==> src/rtl/fir_xifu_offload_pkg.sv <==
// Shared types for the FIR XIF offload initiator (issue FSM state, latched instruction).
package fir_xifu_pkg;

    typedef enum logic [1:0] {
        IDLE   = 2'd0,
        ISSUE  = 2'd1,
        COMMIT = 2'd2
    } fir_xifu_offload_state_t;

    typedef struct packed {
        logic [31:0] instr;
        logic [31:0] rs1;
        logic [31:0] rs2;
    } fir_xifu_offload_instr_t;

endpackage

==> src/rtl/fir_xifu_offload_if.sv <==
// Reduced CV32E40X eXtension interface: the issue, commit, memory, memory-result and result
// channels, with the CPU-side modports used by the offload initiator.
interface cv32e40x_if_xif #(
    parameter int X_ID_WIDTH = 4
);
    logic                  issue_valid;
    logic                  issue_ready;
    logic [31:0]           issue_instr;
    logic [1:0][31:0]      issue_rs;
    logic [1:0]            issue_rs_valid;
    logic [X_ID_WIDTH-1:0] issue_id;
    logic                  issue_accept;

    logic                  commit_valid;
    logic [X_ID_WIDTH-1:0] commit_id;
    logic                  commit_kill;

    logic                  mem_valid;
    logic                  mem_ready;
    logic [X_ID_WIDTH-1:0] mem_id;
    logic [31:0]           mem_addr;
    logic                  mem_we;
    logic [3:0]            mem_be;
    logic [31:0]           mem_wdata;
    logic                  mem_exc;

    logic                  mem_result_valid;
    logic [X_ID_WIDTH-1:0] mem_result_id;
    logic [31:0]           mem_result_rdata;
    logic                  mem_result_err;

    logic                  result_valid;
    logic                  result_ready;
    logic [31:0]           result_data;
    logic [4:0]            result_rd;
    logic                  result_we;

    modport cpu_issue (
        output issue_valid, issue_instr, issue_rs, issue_rs_valid, issue_id,
        input  issue_ready, issue_accept
    );
    modport cpu_commit (output commit_valid, commit_id, commit_kill);
    modport cpu_mem (
        input  mem_valid, mem_id, mem_addr, mem_we, mem_be, mem_wdata,
        output mem_ready, mem_exc
    );
    modport cpu_mem_result (output mem_result_valid, mem_result_id, mem_result_rdata, mem_result_err);
    modport cpu_result (
        input  result_valid, result_data, result_rd, result_we,
        output result_ready
    );
endinterface

==> src/rtl/fir_xifu_offload_mem.sv <==
// Bridges XIF memory requests onto a plain req/gnt/rvalid data port, one transaction in flight.
module fir_xifu_offload_mem #(
    parameter int X_ID_WIDTH = 4
) (
    input  logic                          clk_i,
    input  logic                          rst_i,
    cv32e40x_if_xif.cpu_mem               xif_mem,
    cv32e40x_if_xif.cpu_mem_result        xif_mem_result,
    output logic                          data_req_o,
    output logic                          data_we_o,
    output logic [31:0]                   data_addr_o,
    output logic [3:0]                    data_be_o,
    output logic [31:0]                   data_wdata_o,
    input  logic                          data_gnt_i,
    input  logic                          data_rvalid_i,
    input  logic [31:0]                   data_rdata_i
);
    logic                  pending_q;
    logic [X_ID_WIDTH-1:0] id_q;

    assign data_req_o   = xif_mem.mem_valid & ~pending_q & ~rst_i;
    assign data_we_o    = xif_mem.mem_we;
    assign data_addr_o  = xif_mem.mem_addr;
    assign data_be_o    = xif_mem.mem_be;
    assign data_wdata_o = xif_mem.mem_wdata;

    assign xif_mem.mem_ready = data_gnt_i & ~pending_q & ~rst_i;
    assign xif_mem.mem_exc   = 1'b0;

    // Gating with pending_q drops any response left over from before a reset.
    assign xif_mem_result.mem_result_valid = data_rvalid_i & pending_q;
    assign xif_mem_result.mem_result_id    = id_q;
    assign xif_mem_result.mem_result_rdata = data_rdata_i;
    assign xif_mem_result.mem_result_err   = 1'b0;

    always_ff @(posedge clk_i) begin
        if (rst_i) begin
            pending_q <= 1'b0;
            id_q      <= '0;
        end else if (xif_mem.mem_valid && xif_mem.mem_ready) begin
            pending_q <= 1'b1;
            id_q      <= xif_mem.mem_id;
        end else if (data_rvalid_i && pending_q) begin
            pending_q <= 1'b0;
        end
    end
endmodule

==> src/rtl/fir_xifu_offload.sv <==
// Core-side XIF initiator standing in for CV32E40X: issues, commits, bridges memory, retires results.
// Optional kill input enabled by defining FIR_XIFU_OFFLOAD_KILL_EN.
module fir_xifu_offload
    import fir_xifu_pkg::*;
#(
    parameter int NB_OUTSTANDING = 4,
    parameter int X_ID_WIDTH     = 4
) (
    input  logic                   clk_i,
    input  logic                   rst_i,
`ifdef FIR_XIFU_OFFLOAD_KILL_EN
    input  logic                   kill_i,
`endif
    input  logic                   instr_valid_i,
    output logic                   instr_ready_o,
    input  logic [31:0]            instr_i,
    input  logic [31:0]            rs1_i,
    input  logic [31:0]            rs2_i,
    output logic                   illegal_o,
    cv32e40x_if_xif.cpu_issue      xif_issue_o,
    cv32e40x_if_xif.cpu_commit     xif_commit_o,
    cv32e40x_if_xif.cpu_mem        xif_mem_i,
    cv32e40x_if_xif.cpu_mem_result xif_mem_result_o,
    cv32e40x_if_xif.cpu_result     xif_result_i,
    output logic                   data_req_o,
    output logic                   data_we_o,
    output logic [31:0]            data_addr_o,
    output logic [3:0]             data_be_o,
    output logic [31:0]            data_wdata_o,
    input  logic                   data_gnt_i,
    input  logic                   data_rvalid_i,
    input  logic [31:0]            data_rdata_i,
    output logic                   rf_we_o,
    output logic [4:0]             rf_waddr_o,
    output logic [31:0]            rf_wdata_o
);
    localparam int               CNT_W   = $clog2(NB_OUTSTANDING + 1);
    localparam logic [CNT_W-1:0] CNT_MAX = CNT_W'(NB_OUTSTANDING);

    fir_xifu_offload_state_t state_q, state_d;
    fir_xifu_offload_instr_t instr_q;
    logic                    accept_q;
    logic [X_ID_WIDTH-1:0]   id_q, commit_id_q;
    logic [CNT_W-1:0]        cnt_q, cnt_d;
    logic                    instr_hs, issue_hs, kill_now;
    int                      cnt_sum;

    always_comb begin
        // NOTE: every output of this block gets a default first, so no path infers a latch.
        state_d  = state_q;
        instr_hs = 1'b0;
        issue_hs = 1'b0;
        case (state_q)
            IDLE: if (instr_valid_i && instr_ready_o) begin
                instr_hs = 1'b1;
                state_d  = ISSUE;
            end
            ISSUE: if (xif_issue_o.issue_ready) begin
                issue_hs = 1'b1;
                state_d  = COMMIT;
            end
            default: state_d = IDLE;
        endcase
    end

    assign instr_ready_o = (state_q == IDLE) && (cnt_q < CNT_MAX) && !rst_i;
    assign illegal_o     = (state_q == COMMIT) && !accept_q;

    assign xif_issue_o.issue_valid    = (state_q == ISSUE);
    assign xif_issue_o.issue_instr    = instr_q.instr;
    assign xif_issue_o.issue_rs       = {instr_q.rs2, instr_q.rs1};
    assign xif_issue_o.issue_rs_valid = (state_q == ISSUE) ? 2'b11 : 2'b00;
    assign xif_issue_o.issue_id       = id_q;

    assign xif_commit_o.commit_valid = (state_q == COMMIT);
    assign xif_commit_o.commit_id    = commit_id_q;
    assign xif_commit_o.commit_kill  = (state_q == COMMIT) && (!accept_q || kill_now);

    assign xif_result_i.result_ready = 1'b1;

    // A killed but accepted instruction gives back the slot it took at issue.
    always_comb begin
        cnt_sum = int'(cnt_q);
        if (issue_hs && xif_issue_o.issue_accept) cnt_sum = cnt_sum + 1;
        if (xif_result_i.result_valid)            cnt_sum = cnt_sum - 1;
        if (state_q == COMMIT && accept_q && kill_now) cnt_sum = cnt_sum - 1;
        if (cnt_sum < 0)                   cnt_sum = 0;
        else if (cnt_sum > NB_OUTSTANDING) cnt_sum = NB_OUTSTANDING;
        cnt_d = CNT_W'(cnt_sum);
    end

    // NOTE: sequential state uses non-blocking assignments so every flop samples pre-edge values.
    always_ff @(posedge clk_i) begin
        if (rst_i) begin
            state_q     <= IDLE;
            instr_q     <= '0;
            accept_q    <= 1'b0;
            id_q        <= '0;
            commit_id_q <= '0;
            cnt_q       <= '0;
        end else begin
            state_q <= state_d;
            cnt_q   <= cnt_d;
            if (instr_hs) instr_q <= '{instr: instr_i, rs1: rs1_i, rs2: rs2_i};
            if (issue_hs) begin
                accept_q    <= xif_issue_o.issue_accept;
                commit_id_q <= id_q;
                id_q        <= id_q + X_ID_WIDTH'(1);
            end
        end
    end

    always_ff @(posedge clk_i) begin
        if (rst_i) begin
            rf_we_o    <= 1'b0;
            rf_waddr_o <= '0;
            rf_wdata_o <= '0;
        end else begin
            rf_we_o <= xif_result_i.result_valid && xif_result_i.result_we;
            if (xif_result_i.result_valid && xif_result_i.result_we) begin
                rf_waddr_o <= xif_result_i.result_rd;
                rf_wdata_o <= xif_result_i.result_data;
            end
        end
    end

`ifdef FIR_XIFU_OFFLOAD_KILL_EN
    logic kill_pending_q;

    always_ff @(posedge clk_i) begin
        if (rst_i)                  kill_pending_q <= 1'b0;
        else if (kill_i)            kill_pending_q <= 1'b1;
        else if (state_q == COMMIT) kill_pending_q <= 1'b0;
    end
    assign kill_now = kill_pending_q;
`else
    assign kill_now = 1'b0;
`endif

    fir_xifu_offload_mem #(.X_ID_WIDTH(X_ID_WIDTH)) u_mem (
        .clk_i          (clk_i),
        .rst_i          (rst_i),
        .xif_mem        (xif_mem_i),
        .xif_mem_result (xif_mem_result_o),
        .data_req_o     (data_req_o),
        .data_we_o      (data_we_o),
        .data_addr_o    (data_addr_o),
        .data_be_o      (data_be_o),
        .data_wdata_o   (data_wdata_o),
        .data_gnt_i     (data_gnt_i),
        .data_rvalid_i  (data_rvalid_i),
        .data_rdata_i   (data_rdata_i)
    );
endmodule

==> src/flat_wrapper.sv <==
// flat-port wrapper written by rule: the top's interface ports become plain ports
module fir_xifu_offload_flat import fir_xifu_pkg::*;
#(
    parameter int NB_OUTSTANDING = 4,
    parameter int X_ID_WIDTH     = 4
)
  (clk_i, rst_i, instr_valid_i, instr_ready_o, instr_i, rs1_i, rs2_i, illegal_o, data_req_o, data_we_o, data_addr_o, data_be_o, data_wdata_o, data_gnt_i, data_rvalid_i, data_rdata_i, rf_we_o, rf_waddr_o, rf_wdata_o, xif_issue_o_issue_valid, xif_issue_o_issue_instr, xif_issue_o_issue_rs, xif_issue_o_issue_rs_valid, xif_issue_o_issue_id, xif_issue_o_issue_ready, xif_issue_o_issue_accept, xif_commit_o_commit_valid, xif_commit_o_commit_id, xif_commit_o_commit_kill, xif_mem_i_mem_valid, xif_mem_i_mem_id, xif_mem_i_mem_addr, xif_mem_i_mem_we, xif_mem_i_mem_be, xif_mem_i_mem_wdata, xif_mem_i_mem_ready, xif_mem_i_mem_exc, xif_mem_result_o_mem_result_valid, xif_mem_result_o_mem_result_id, xif_mem_result_o_mem_result_rdata, xif_mem_result_o_mem_result_err, xif_result_i_result_valid, xif_result_i_result_data, xif_result_i_result_rd, xif_result_i_result_we, xif_result_i_result_ready);
  cv32e40x_if_xif #(.X_ID_WIDTH(X_ID_WIDTH)) xif_issue_o_i ();
  cv32e40x_if_xif #(.X_ID_WIDTH(X_ID_WIDTH)) xif_commit_o_i ();
  cv32e40x_if_xif #(.X_ID_WIDTH(X_ID_WIDTH)) xif_mem_i_i ();
  cv32e40x_if_xif #(.X_ID_WIDTH(X_ID_WIDTH)) xif_mem_result_o_i ();
  cv32e40x_if_xif #(.X_ID_WIDTH(X_ID_WIDTH)) xif_result_i_i ();
  input  logic clk_i;
  input  logic rst_i;
  input  logic instr_valid_i;
  output logic instr_ready_o;
  input  logic [31:0] instr_i;
  input  logic [31:0] rs1_i;
  input  logic [31:0] rs2_i;
  output logic illegal_o;
  output logic data_req_o;
  output logic data_we_o;
  output logic [31:0] data_addr_o;
  output logic [3:0] data_be_o;
  output logic [31:0] data_wdata_o;
  input  logic data_gnt_i;
  input  logic data_rvalid_i;
  input  logic [31:0] data_rdata_i;
  output logic rf_we_o;
  output logic [4:0] rf_waddr_o;
  output logic [31:0] rf_wdata_o;
  output wire logic [$bits(xif_issue_o_i.issue_valid)-1:0] xif_issue_o_issue_valid;
  output wire logic [$bits(xif_issue_o_i.issue_instr)-1:0] xif_issue_o_issue_instr;
  output wire logic [$bits(xif_issue_o_i.issue_rs)-1:0] xif_issue_o_issue_rs;
  output wire logic [$bits(xif_issue_o_i.issue_rs_valid)-1:0] xif_issue_o_issue_rs_valid;
  output wire logic [$bits(xif_issue_o_i.issue_id)-1:0] xif_issue_o_issue_id;
  input wire logic [$bits(xif_issue_o_i.issue_ready)-1:0] xif_issue_o_issue_ready;
  input wire logic [$bits(xif_issue_o_i.issue_accept)-1:0] xif_issue_o_issue_accept;
  output wire logic [$bits(xif_commit_o_i.commit_valid)-1:0] xif_commit_o_commit_valid;
  output wire logic [$bits(xif_commit_o_i.commit_id)-1:0] xif_commit_o_commit_id;
  output wire logic [$bits(xif_commit_o_i.commit_kill)-1:0] xif_commit_o_commit_kill;
  input wire logic [$bits(xif_mem_i_i.mem_valid)-1:0] xif_mem_i_mem_valid;
  input wire logic [$bits(xif_mem_i_i.mem_id)-1:0] xif_mem_i_mem_id;
  input wire logic [$bits(xif_mem_i_i.mem_addr)-1:0] xif_mem_i_mem_addr;
  input wire logic [$bits(xif_mem_i_i.mem_we)-1:0] xif_mem_i_mem_we;
  input wire logic [$bits(xif_mem_i_i.mem_be)-1:0] xif_mem_i_mem_be;
  input wire logic [$bits(xif_mem_i_i.mem_wdata)-1:0] xif_mem_i_mem_wdata;
  output wire logic [$bits(xif_mem_i_i.mem_ready)-1:0] xif_mem_i_mem_ready;
  output wire logic [$bits(xif_mem_i_i.mem_exc)-1:0] xif_mem_i_mem_exc;
  output wire logic [$bits(xif_mem_result_o_i.mem_result_valid)-1:0] xif_mem_result_o_mem_result_valid;
  output wire logic [$bits(xif_mem_result_o_i.mem_result_id)-1:0] xif_mem_result_o_mem_result_id;
  output wire logic [$bits(xif_mem_result_o_i.mem_result_rdata)-1:0] xif_mem_result_o_mem_result_rdata;
  output wire logic [$bits(xif_mem_result_o_i.mem_result_err)-1:0] xif_mem_result_o_mem_result_err;
  input wire logic [$bits(xif_result_i_i.result_valid)-1:0] xif_result_i_result_valid;
  input wire logic [$bits(xif_result_i_i.result_data)-1:0] xif_result_i_result_data;
  input wire logic [$bits(xif_result_i_i.result_rd)-1:0] xif_result_i_result_rd;
  input wire logic [$bits(xif_result_i_i.result_we)-1:0] xif_result_i_result_we;
  output wire logic [$bits(xif_result_i_i.result_ready)-1:0] xif_result_i_result_ready;
  assign xif_issue_o_issue_valid = xif_issue_o_i.issue_valid;
  assign xif_issue_o_issue_instr = xif_issue_o_i.issue_instr;
  assign xif_issue_o_issue_rs = xif_issue_o_i.issue_rs;
  assign xif_issue_o_issue_rs_valid = xif_issue_o_i.issue_rs_valid;
  assign xif_issue_o_issue_id = xif_issue_o_i.issue_id;
  assign xif_issue_o_i.issue_ready = xif_issue_o_issue_ready;
  assign xif_issue_o_i.issue_accept = xif_issue_o_issue_accept;
  assign xif_commit_o_commit_valid = xif_commit_o_i.commit_valid;
  assign xif_commit_o_commit_id = xif_commit_o_i.commit_id;
  assign xif_commit_o_commit_kill = xif_commit_o_i.commit_kill;
  assign xif_mem_i_i.mem_valid = xif_mem_i_mem_valid;
  assign xif_mem_i_i.mem_id = xif_mem_i_mem_id;
  assign xif_mem_i_i.mem_addr = xif_mem_i_mem_addr;
  assign xif_mem_i_i.mem_we = xif_mem_i_mem_we;
  assign xif_mem_i_i.mem_be = xif_mem_i_mem_be;
  assign xif_mem_i_i.mem_wdata = xif_mem_i_mem_wdata;
  assign xif_mem_i_mem_ready = xif_mem_i_i.mem_ready;
  assign xif_mem_i_mem_exc = xif_mem_i_i.mem_exc;
  assign xif_mem_result_o_mem_result_valid = xif_mem_result_o_i.mem_result_valid;
  assign xif_mem_result_o_mem_result_id = xif_mem_result_o_i.mem_result_id;
  assign xif_mem_result_o_mem_result_rdata = xif_mem_result_o_i.mem_result_rdata;
  assign xif_mem_result_o_mem_result_err = xif_mem_result_o_i.mem_result_err;
  assign xif_result_i_i.result_valid = xif_result_i_result_valid;
  assign xif_result_i_i.result_data = xif_result_i_result_data;
  assign xif_result_i_i.result_rd = xif_result_i_result_rd;
  assign xif_result_i_i.result_we = xif_result_i_result_we;
  assign xif_result_i_result_ready = xif_result_i_i.result_ready;
  fir_xifu_offload #(.NB_OUTSTANDING(NB_OUTSTANDING), .X_ID_WIDTH(X_ID_WIDTH)) u_core (.clk_i(clk_i), .rst_i(rst_i), .instr_valid_i(instr_valid_i), .instr_ready_o(instr_ready_o), .instr_i(instr_i), .rs1_i(rs1_i), .rs2_i(rs2_i), .illegal_o(illegal_o), .xif_issue_o(xif_issue_o_i), .xif_commit_o(xif_commit_o_i), .xif_mem_i(xif_mem_i_i), .xif_mem_result_o(xif_mem_result_o_i), .xif_result_i(xif_result_i_i), .data_req_o(data_req_o), .data_we_o(data_we_o), .data_addr_o(data_addr_o), .data_be_o(data_be_o), .data_wdata_o(data_wdata_o), .data_gnt_i(data_gnt_i), .data_rvalid_i(data_rvalid_i), .data_rdata_i(data_rdata_i), .rf_we_o(rf_we_o), .rf_waddr_o(rf_waddr_o), .rf_wdata_o(rf_wdata_o));
endmodule
==> config.mk <==
export PLATFORM = sky130hd
export DESIGN_NAME = fir_xifu_offload_flat
export DESIGN_NICKNAME = d
export VERILOG_FILES = /design/src/rtl/fir_xifu_offload_pkg.sv /design/src/rtl/fir_xifu_offload_if.sv /design/src/rtl/fir_xifu_offload_mem.sv /design/src/rtl/fir_xifu_offload.sv /design/src/flat_wrapper.sv
export SDC_FILE = /design/constraint.sdc
export NUM_CORES = 1
export LEC_CHECK = 0
export ABC_AREA = 1
export BUFFER_PORTS_ARGS = -buffer_cell sky130_fd_sc_hd__buf_4
export CORE_AREA = 2 2 200 202
export CTS_CLUSTER_DIAMETER = 30
export CTS_CLUSTER_SIZE = 28
export DETAILED_ROUTE_END_ITERATION = 6
export DIE_AREA = 0 0 202 204
export MAX_ROUTING_LAYER = met4
export PLACE_DENSITY_LB_ADDON = 0.12
export SYNTH_ARGS = -nofsm -noshare
export SYNTH_HDL_FRONTEND = slang
export SYNTH_SLANG_ARGS = --single-unit
==> constraint.sdc <==
create_clock -name clk_i -period 2 [get_ports clk_i]
set_input_delay 0.2 -clock clk_i [delete_from_list [all_inputs] [get_ports clk_i]]
set_output_delay 0.2 -clock clk_i [all_outputs]
set_load 0.005 [all_outputs]
==> results.sh, run 1 <==
export IMPL_leakage_uw=0.00412
export IMPL_drt_wirelength_per_cell_um=16.6
export IMPL_htreeDepth=4
export IMPL_final_common_cell="buf_4"
export IMPL_yosys_area_share_simple=0.223
export IMPL_num_vias=6215
export IMPL_final_cells=1604
export IMPL_yosys_area_top_type="dfxtp_1"
export IMPL_hold_worst_slack_ns=0.0362
export IMPL_die_w_um=202
export IMPL_maxSlewViolCount=0
export IMPL_drv_cap=0
export IMPL_min_period_ns=1.84
export IMPL_grt_overflow=0
export IMPL_place_hpwl_um=19000
export IMPL_ys_warn_count=0
export IMPL_cts_root_buf="clkbuf_16"
export IMPL_drc=0
export IMPL_synth_adder_area_share=0.00779
export IMPL_area_delta_synth_final_pct=51.2
export IMPL_final_layout_size_suffix_gt1_frac=0.349
export IMPL_synthArstFlopShare=0
export IMPL_slew_headroom=0.536
export IMPL_setup_tns_ns=0
export IMPL_start_util=0.164
export IMPL_syn_avg_cell_area_um2=7.73
export IMPL_utilization=0.248
export IMPL_synth_ff_type="dfxtp_1"
export IMPL_io_pins=508
export IMPL_dieArea_mm2=0.0412
export IMPL_hp_class="in2reg"
export IMPL_ir_drop_mv=0.610
export IMPL_synthCells=831
export IMPL_max_freq_mhz=542
export IMPL_synth_top_area_share=0.477
export IMPL_clk_path_buf_depth=2
export IMPL_row_count=73
export IMPL_min_period_over_period=0.922
export IMPL_pwr_density_cell_mw_per_mm2=841
export IMPL_tightestPinTransition_ns=0.696
export IMPL_synthTopCellsByArea="dfxtp_1 48%, buf_4 13%, a21oi_1 8.5%"
export IMPL_finalHoldViolations=0
export IMPL_synth_compound_area_share=0.118
export IMPL_crit_arrival_ns=1.64
export IMPL_path_class="reg2out"
export IMPL_skew_ns=0.00785
export IMPL_place_gp_congestion=0.767
export IMPL_ant_nets=0
export IMPL_cts_buffers=17
export IMPL_first_global_vias=5922
export IMPL_cp_buffers_inverters=3
export IMPL_drtIter0Drc=251
export IMPL_synth_distinct_cells=21
export IMPL_synth_seq_cells=153
export IMPL_synth_edf_count=0
export IMPL_start_kind="flip-flop"
export IMPL_synth_top_family_by_area="simple AND/OR/NAND/NOR gates"
export IMPL_synth_xor_area_share=0.00409
export IMPL_path_max_fanout=31
export IMPL_grt_first_pass_wirelength_um=38200
export IMPL_dp_cells=1517
export IMPL_port_buffers=302
export IMPL_outcome="complete, no violations"
export IMPL_antenna_found_initial=1
export IMPL_crit_chain="buf_4 > nor4_4 > buf_12 > buf_4"
export IMPL_clk_pin_slew_worst_paths_ns=0.07
export IMPL_dr_pass1_iters=4
export IMPL_core_area_mm2=0.0392
export IMPL_cts_sinks=153
export IMPL_setup_viol_count_final=0
export IMPL_required_ns=1.80
export IMPL_cp_slowest_cell="dfxtp_4"
export IMPL_netlist_area_mm2=0.00642
export IMPL_die_h_um=204
export IMPL_clk_latency_ns=0.44
export IMPL_worstSetupEndpointType="primary output"
export IMPL_cp_top_family="buffers and inverters"
export IMPL_post_drt_via_cell_ratio=3.87
export IMPL_grt_use_total=0.128
export IMPL_synthMuxAreaShare=0
export IMPL_nNetsFinal=1317
export IMPL_crit_top_cell="buf_4"
export IMPL_cts_tree="yes"
export IMPL_routed_wirelength_um=26600
export IMPL_final_cell_mix="321 x buf_4, 150 x dfxtp_1, 134 x nand2_1"
export IMPL_fillers=4333
export IMPL_seq_area_frac_synth=0.477
export IMPL_worst_path_largest_cell_delay_ns=0.36
export IMPL_grt_max_degree=58
-- sequential cells by signal (all words and copies together) (netlist names) --
name	flops
u_core.xif_issue_o.issue_instr	32
u_core.u_mem.pending_q	1
u_core.u_mem.xif_mem_result.mem_result_id	4
u_core.xif_issue_o.issue_id	4
u_core.xif_issue_o.issue_rs	64
u_core.cnt_q	3
u_core.state_q	2
u_core.xif_commit_o.commit_id	4
u_core.rf_waddr_o	5
u_core.rf_wdata_o	32
u_core.rf_we_o	1
u_core.accept_q	1
-- power by group --
group / internal, µW / leakage (µW) / switching [µW]
Sequential: 3250 / 0.00125 / 116
Clock: 1740 / 0.000266 / 1520
Combinational: 781 / 0.00261 / 766
Total: 5770 / 0.00412 / 2400
-- area by class of cell --
cell class / count / area (µm²) / area share
Multi-Input combinational cell: 500 / 2340 / 0.241
Clock buffer: 17 / 425 / 0.0438
Antenna cell: 1 / 2.50 / 0.000258
Timing Repair Buffer: 376 / 3000 / 0.309
Tap cell: 525 / 657 / 0.0676
Inverter: 17 / 66.3 / 0.00683
Sequential cell: 153 / 3070 / 0.316
Clock inverter: 15 / 144 / 0.0148
-- kinds of logic after synthesis --
group,count (synthesis)
flops,153
xor+xnor,3
other cells,2
fa+ha+maj,4
buf+inv,179
compound gates,151
simple gates,339
-- per-layer routing --
layer,track usage,up-vias,routed length (µm)
met5,-,-,0
met4,0.0612,0,949
met1,0.138,2813,10500
met3,0.0585,43,2580
li1,-,3075,-
met2,0.198,284,12600
-- per-stage QoR --
| step | area [µm²] | total power, µW | setup slack, ns |
|---|---|---|---|
| final | 9710 | 8170 | 0.155 |
| after floorplan | 6430 | 4220 | 0.173 |
| after global routing | 9710 | 8660 | -0.0455 |
| after global placement | 8540 | 4920 | 0.179 |
| after CTS | 9600 | 8350 | 0.0906 |
| after detailed placement | 8540 | 4910 | 0.143 |
-- worst reg2reg max path: stages, from the launching register on --
cell and delay [ns]:
dfxtp_4 0.36, buf_4 0.14, nor2_4 0.10, nand4_1 0.18, nand2_2 0.18, nand2_2 0.08, nor2_2 0.10, ha_1 0.23
nand2_1 0.06, inv_1 0.03, nand2_1 0.05, nand2_1 0.06, nand4_1 0.11, nor2_1 0.06
-- Yosys cell counts, types with 2 or more instances --
cell type	count
buf_1	3
xnor2_1	3
ha_1	4
nor2_1	90
buf_4	107
conb_1	2
buf_2	8
o21ai_0	39
clkbuf_1	44
a21oi_1	109
nand2_1	139
dfxtp_1	153
nand3_1	104
inv_1	16
nand4_1	4
-- worst paths after layout --
| kind | start | endpoint | slack, ns | cells past startpoint |
|---|---|---|---|---|
| worst min register to register | u_core.xif_issue_o.issue_rs[31] | u_core.xif_issue_o.issue_rs[31] | 0.46 | 2 |
| worst min-delay path | xif_result_i_result_data[5] | u_core.rf_wdata_o[5] | 0.04 | 3 |
| worst max-delay path | u_core.state_q[1] | instr_ready_o | 0.16 | 4 |
| worst max register to register | u_core.state_q[1] | u_core.cnt_q[0] | 0.16 | 13 |
-- timing repair --
item                       4_1_cts  5_1_grt
hold endpoints to repair        50        0
gates resized for setup          0       20
pin swaps                        0       15
setup endpoints to repair        1        3
buffers inserted                 0        5
hold buffers                    50        0
Note: power is estimated with default switching activity, not from simulation.
==> inputs of run 2 (changes only) <==
==> constraint.sdc (replaced) <==
create_clock -name clk_i -period 2 [get_ports clk_i]
set_input_delay 0.4 -clock clk_i [delete_from_list [all_inputs] [get_ports clk_i]]
set_output_delay 0.4 -clock clk_i [all_outputs]
set_load 0.005 [all_outputs]
==> run 2 against run 1 <==
Net effect: total power rose by 5.5%; register-to-register slack better by 0.04 ns; critical path type unchanged; combinational power barely moved; critical endpoint unchanged; routed wire length rose by 0.34%; critical path depth did not move; sequential power about the same; first-iteration DRC count is 18% lower; cell area is 3.7% lower; setup slack worse by 0.021 ns; largest power group is now the clock network.
==> results.sh, run 2 (synthesis results as in run 1) <==
export IMPL_dieArea_mm2=0.0412
export IMPL_crit_arrival_ns=1.47
export IMPL_maxSlewViolCount=0
export IMPL_multi_input_area_mm2=0.00230
export IMPL_setup_viol_count_final=0
export IMPL_hold_worst_slack_ns=0.172
export IMPL_dr_pass1_iters=4
export IMPL_nNetsFinal=1273
export IMPL_p_sw_uw=2330
export IMPL_swShare=0.270
export IMPL_cts_sinks=153
export IMPL_place_gp_congestion=0.751
export IMPL_die_h_um=204
export IMPL_ant_nets=0
export IMPL_worstRegToRegCells=12
export IMPL_routed_wirelength_um=26700
export IMPL_rsz0062_at_grt="false"
export IMPL_clock_power_share=0.431
export IMPL_area_delta_synth_final_pct=45.7
export IMPL_skew_ns=0.00800
export IMPL_place_hpwl_um=19200
export IMPL_cts_hold_buf=0
export IMPL_p_comb_frac=0.178
export IMPL_drtIter0Drc=205
export IMPL_leakage_uw=0.00401
export IMPL_grt_first_pass_wirelength_um=38200
export IMPL_finalHoldViolations=0
export IMPL_start_kind="flip-flop"
export IMPL_required_ns=1.60
export IMPL_min_period_ns=1.87
export IMPL_fillers=4321
export IMPL_ir_drop_mv=0.534
export IMPL_path_max_fanout=5
export IMPL_start_util=0.164
export IMPL_grt_overflow=0
export IMPL_min_period_over_period=0.933
export IMPL_final_common_cell="buf_4"
export IMPL_post_drt_via_cell_ratio=3.90
export IMPL_setup_tns_ns=0
export IMPL_pwr_density_cell_mw_per_mm2=921
export IMPL_pwr_share_seq=0.391
export IMPL_internal_power_uw=6290
export IMPL_io_pins=508
export IMPL_drc=0
export IMPL_largest_reg_flops=64
export IMPL_cts_root_buf="clkbuf_16"
export IMPL_htreeDepth=4
export IMPL_hold_depth=2
export IMPL_clk_path_buf_depth=2
export IMPL_cts_tree="yes"
export IMPL_antenna_found_initial=1
export IMPL_drv_cap=0
export IMPL_regArea_mm2=0.00306
export IMPL_clk_latency_ns=0.44
export IMPL_cts_buffers=17
export IMPL_hp_class="in2reg"
export IMPL_clk_pin_slew_worst_paths_ns=0.07
export IMPL_first_global_vias=5985
export IMPL_max_freq_mhz=536
export IMPL_row_count=73
export IMPL_grt_max_degree=59
export IMPL_port_buffers=302
export IMPL_core_area_mm2=0.0392
export IMPL_die_w_um=202
export IMPL_num_vias=6080
export IMPL_grt_use_total=0.129
export IMPL_worstSetupEndpointType="primary output"
export IMPL_final_cell_mix="323 x buf_4, 152 x dfxtp_1, 138 x nand2_1"
export IMPL_outcome="complete, no violations"
export IMPL_path_class="reg2out"
export IMPL_final_layout_size_suffix_gt1_frac=0.357
export IMPL_drt_wirelength_per_cell_um=17.1
run 2: cell count changes in the layout (fill, tap and decap cells not counted), moves of 3 or more:
| cell | delta |
|---|---|
| nand2_2 | -4 |
| nand2_1 | +4 |
| bufinv_16 | +4 |
| buf_12 | +3 |
| nor2_1 | +3 |
| dlygate4sd3_1 | -49 |
| clkinvlp_4 | -3 |
run 2: path summary, 6_finish.rpt:
check	to	slack [ns]	startpoint
setup reg to reg	u_core.cnt_q[0]	0.20	u_core.state_q[1]
setup / recovery	instr_ready_o	0.13	u_core.state_q[0]
hold / removal	u_core.state_q[0]	0.17	xif_issue_o_issue_ready
hold reg to reg	u_core.u_mem.xif_mem_result.mem_result_id[3]	0.46	u_core.u_mem.xif_mem_result.mem_result_id[3]
run 2: power groups by stage:
stage | registers, µW | clock network [µW] | logic, µW
global route | 3390 | 3990 | 1710
floorplan | 3440 | 0 | 780
CTS | 3370 | 3880 | 1560
finish | 3370 | 3720 | 1530
global placement | 3440 | 0 | 1520
detailed placement | 3440 | 0 | 1500
run 2: cell type report:
| class | count | share of cell area |
|---|---|---|
| Inverter | 17 | 0.00682 |
| Clock inverter | 13 | 0.0231 |
| Multi-Input combinational cell | 500 | 0.246 |
| Clock buffer | 19 | 0.0473 |
| Antenna cell | 1 | 0.000267 |
| Timing Repair Buffer | 332 | 0.279 |
| Sequential cell | 153 | 0.327 |
| Tap cell | 525 | 0.0702 |
run 2: stage by stage:
step	instances	total power, µW	worst slack [ns]	cell area (µm²)	util
after floorplan	832	4220	0.173	6430	-
after global placement	1521	4950	0.0786	8610	0.220
after detailed placement	1521	4940	0.0797	8610	0.220
after CTS	1555	8810	0.00685	9320	0.238
after global routing	1560	9090	0.0178	9360	0.239
final	1560	8620	0.134	9360	0.239
run 2: metal layers:
metal  routed length, µm  vias to the layer above  track usage
li1                    -                     2996            -
met1               10400                     2745        0.135
met2               12400                      293        0.200
met3                3040                       46       0.0686
met4                 915                        0       0.0575
met5                   0                        -            -
run 2: critical path: stages (launching register included):
cell,delay (ns)
dfxtp_2,0.33
buf_4,0.15
nor4_4,0.29
buf_12,0.17
buf_6,0.09
run 2: timing repair:
item / CTS / global route
setup buffers: 1 / 4
gates cloned: 1 / 0
gates resized for setup: 3 / 2
pin swaps: 1 / 1
setup endpoints to repair: 3 / 5
==> inputs of run 3 (changes only) <==
- BUFFER_PORTS_ARGS: -buffer_cell sky130_fd_sc_hd__buf_4 -> -buffer_cell sky130_fd_sc_hd__buf_2
- clock period: 2 -> 1.99 ns (I/O delays scaled with it)
==> run 3 against run 2 <==
Net effect: routed wire length fell by 3.0%; utilization fell by 1.8 points; non-clock buffer count fell by 1; cell area fell by 7.6%; global-route usage fell by 0.27 points; first-iteration DRC count rose by 33%; sequential cell count did not move; setup slack got worse by 0.025 ns.
==> results.sh, run 3 (synthesis results as in run 1) <==
export IMPL_p_sw_uw=2310
export IMPL_nNetsFinal=1272
export IMPL_grt_use_total=0.126
export IMPL_place_ws_ns=0.0710
export IMPL_crit_chain="buf_6 > nor4_4 > buf_12 > buf_6"
export IMPL_worst_slack_ns=0.108
export IMPL_utilization=0.221
export IMPL_dieArea_mm2=0.0412
export IMPL_core_area_mm2=0.0392
export IMPL_htreeDepth=4
export IMPL_setup_viol_count_final=0
export IMPL_clk_latency_ns=0.44
export IMPL_largest_reg_flops=64
export IMPL_cts_root_buf="clkbuf_16"
export IMPL_required_ns=1.59
export IMPL_cts_tree="yes"
export IMPL_dr_pass1_iters=4
export IMPL_drt_wirelength_per_cell_um=16.6
export IMPL_crit_top_cell="buf_6"
export IMPL_routed_wirelength_um=25900
export IMPL_worstSetupEndpointType="primary output"
export IMPL_grt_max_degree=62
export IMPL_path_class="reg2out"
export IMPL_drc=0
export IMPL_antenna_found_initial=2
export IMPL_die_h_um=204
export IMPL_final_cells=1560
export IMPL_post_drt_via_cell_ratio=3.87
export IMPL_clk_path_buf_depth=2
export IMPL_drtIter0Drc=273
export IMPL_num_vias=6039
export IMPL_swShare=0.274
export IMPL_max_freq_mhz=531
export IMPL_cp_top_family="buffers and inverters"
export IMPL_clock_power_share=0.441
export IMPL_finalHoldViolations=0
export IMPL_row_count=73
export IMPL_ant_nets=0
export IMPL_cp_slowest_cell="dfxtp_2"
export IMPL_cts_sinks=153
export IMPL_clk_pin_slew_worst_paths_ns=0.06
export IMPL_area_delta_synth_final_pct=34.6
export IMPL_ir_drop_mv=0.555
export IMPL_cts_buffers=17
export IMPL_final_cell_mix="299 x buf_2, 149 x dfxtp_1, 135 x nand2_1"
export IMPL_crit_arrival_ns=1.48
export IMPL_place_hpwl_um=19000
export IMPL_min_period_over_period=0.946
export IMPL_pwr_share_seq=0.399
export IMPL_pwr_density_cell_mw_per_mm2=979
export IMPL_maxSlewViolCount=0
export IMPL_first_global_vias=5853
export IMPL_p_comb_frac=0.160
export IMPL_start_util=0.164
export IMPL_grt_first_pass_wirelength_um=37400
export IMPL_fillers=4426
export IMPL_die_w_um=202
export IMPL_placed_area_mm2=0.00788
export IMPL_path_max_fanout=4
export IMPL_grt_overflow=0
export IMPL_outcome="complete, no violations"
export IMPL_min_period_ns=1.88
export IMPL_dp_cells=1521
export IMPL_hp_class="in2reg"
export IMPL_final_layout_size_suffix_gt1_frac=0.365
export IMPL_start_kind="flip-flop"
export IMPL_place_gp_congestion=0.770
export IMPL_internal_power_uw=6150
export IMPL_final_common_cell="buf_2"
export IMPL_worst_path_largest_cell_delay_ns=0.34
export IMPL_port_buffers=302
export IMPL_skew_ns=0.00763
export IMPL_leakage_uw=0.00390
export IMPL_cp_buffers_inverters=3
export IMPL_drv_cap=0
export IMPL_final_area_mm2=0.00864
export IMPL_setup_tns_ns=0
export IMPL_io_pins=508
-- run 3: repair_timing --
| action | in CTS | in global routing |
|---|---|---|
| gates cloned | 1 | 0 |
| resized for setup | 1 | 14 |
| setup endpoints to repair | 3 | 4 |
| hold buffers | 0 | 0 |
| buffers inserted | 1 | 3 |
| pin swaps | 1 | 11 |
-- run 3: final cells by class --
cell class | instances | area, µm² | area share
inverters | 17 | 63.8 | 0.00738
repair buffers | 331 | 1880 | 0.218
well taps | 525 | 657 | 0.0760
diodes | 2 | 5.00 | 0.000579
multi-input cells | 500 | 2310 | 0.267
clock buffers | 19 | 443 | 0.0512
clock inverters | 13 | 215 | 0.0249
flip-flops and latches | 153 | 3070 | 0.355
-- run 3: final timing paths --
path | startpoint | endpoint | slack, ns | cells past startpoint
hold reg to reg | u_core.xif_issue_o.issue_rs[31] | u_core.xif_issue_o.issue_rs[31] | 0.46 | 2
hold / removal | xif_issue_o_issue_ready | u_core.state_q[0] | 0.20 | 2
setup / recovery | u_core.state_q[0] | instr_ready_o | 0.11 | 4
setup reg to reg | u_core.state_q[0] | u_core.xif_issue_o.issue_instr[26] | 0.19 | 7
-- run 3: through the flow --
step / total power [µW] / hold slack, ns
6_report: 8460 / 0.195
5_1_grt: 8960 / 0.184
4_1_cts: 8650 / 0.165
3_5_place_dp: 4770 / 0.450
3_3_place_gp: 4780 / 0.444
2_1_floorplan: 4240 / 0.441
-- run 3: layer usage --
| layer | track usage | share of wire |
|---|---|---|
| met5 | - | 0 |
| met4 | 0.0662 | 0.038 |
| met3 | 0.0580 | 0.10 |
| met2 | 0.198 | 0.47 |
| met1 | 0.132 | 0.39 |
-- run 3: power groups by stage --
stage / clock network [µW] / logic, µW / registers (µW)
after global placement: 0 / 1340 / 3450
final: 3730 / 1360 / 3380
after detailed placement: 0 / 1320 / 3450
after floorplan: 0 / 784 / 3460
after CTS: 3900 / 1370 / 3380
after global routing: 4030 / 1530 / 3400
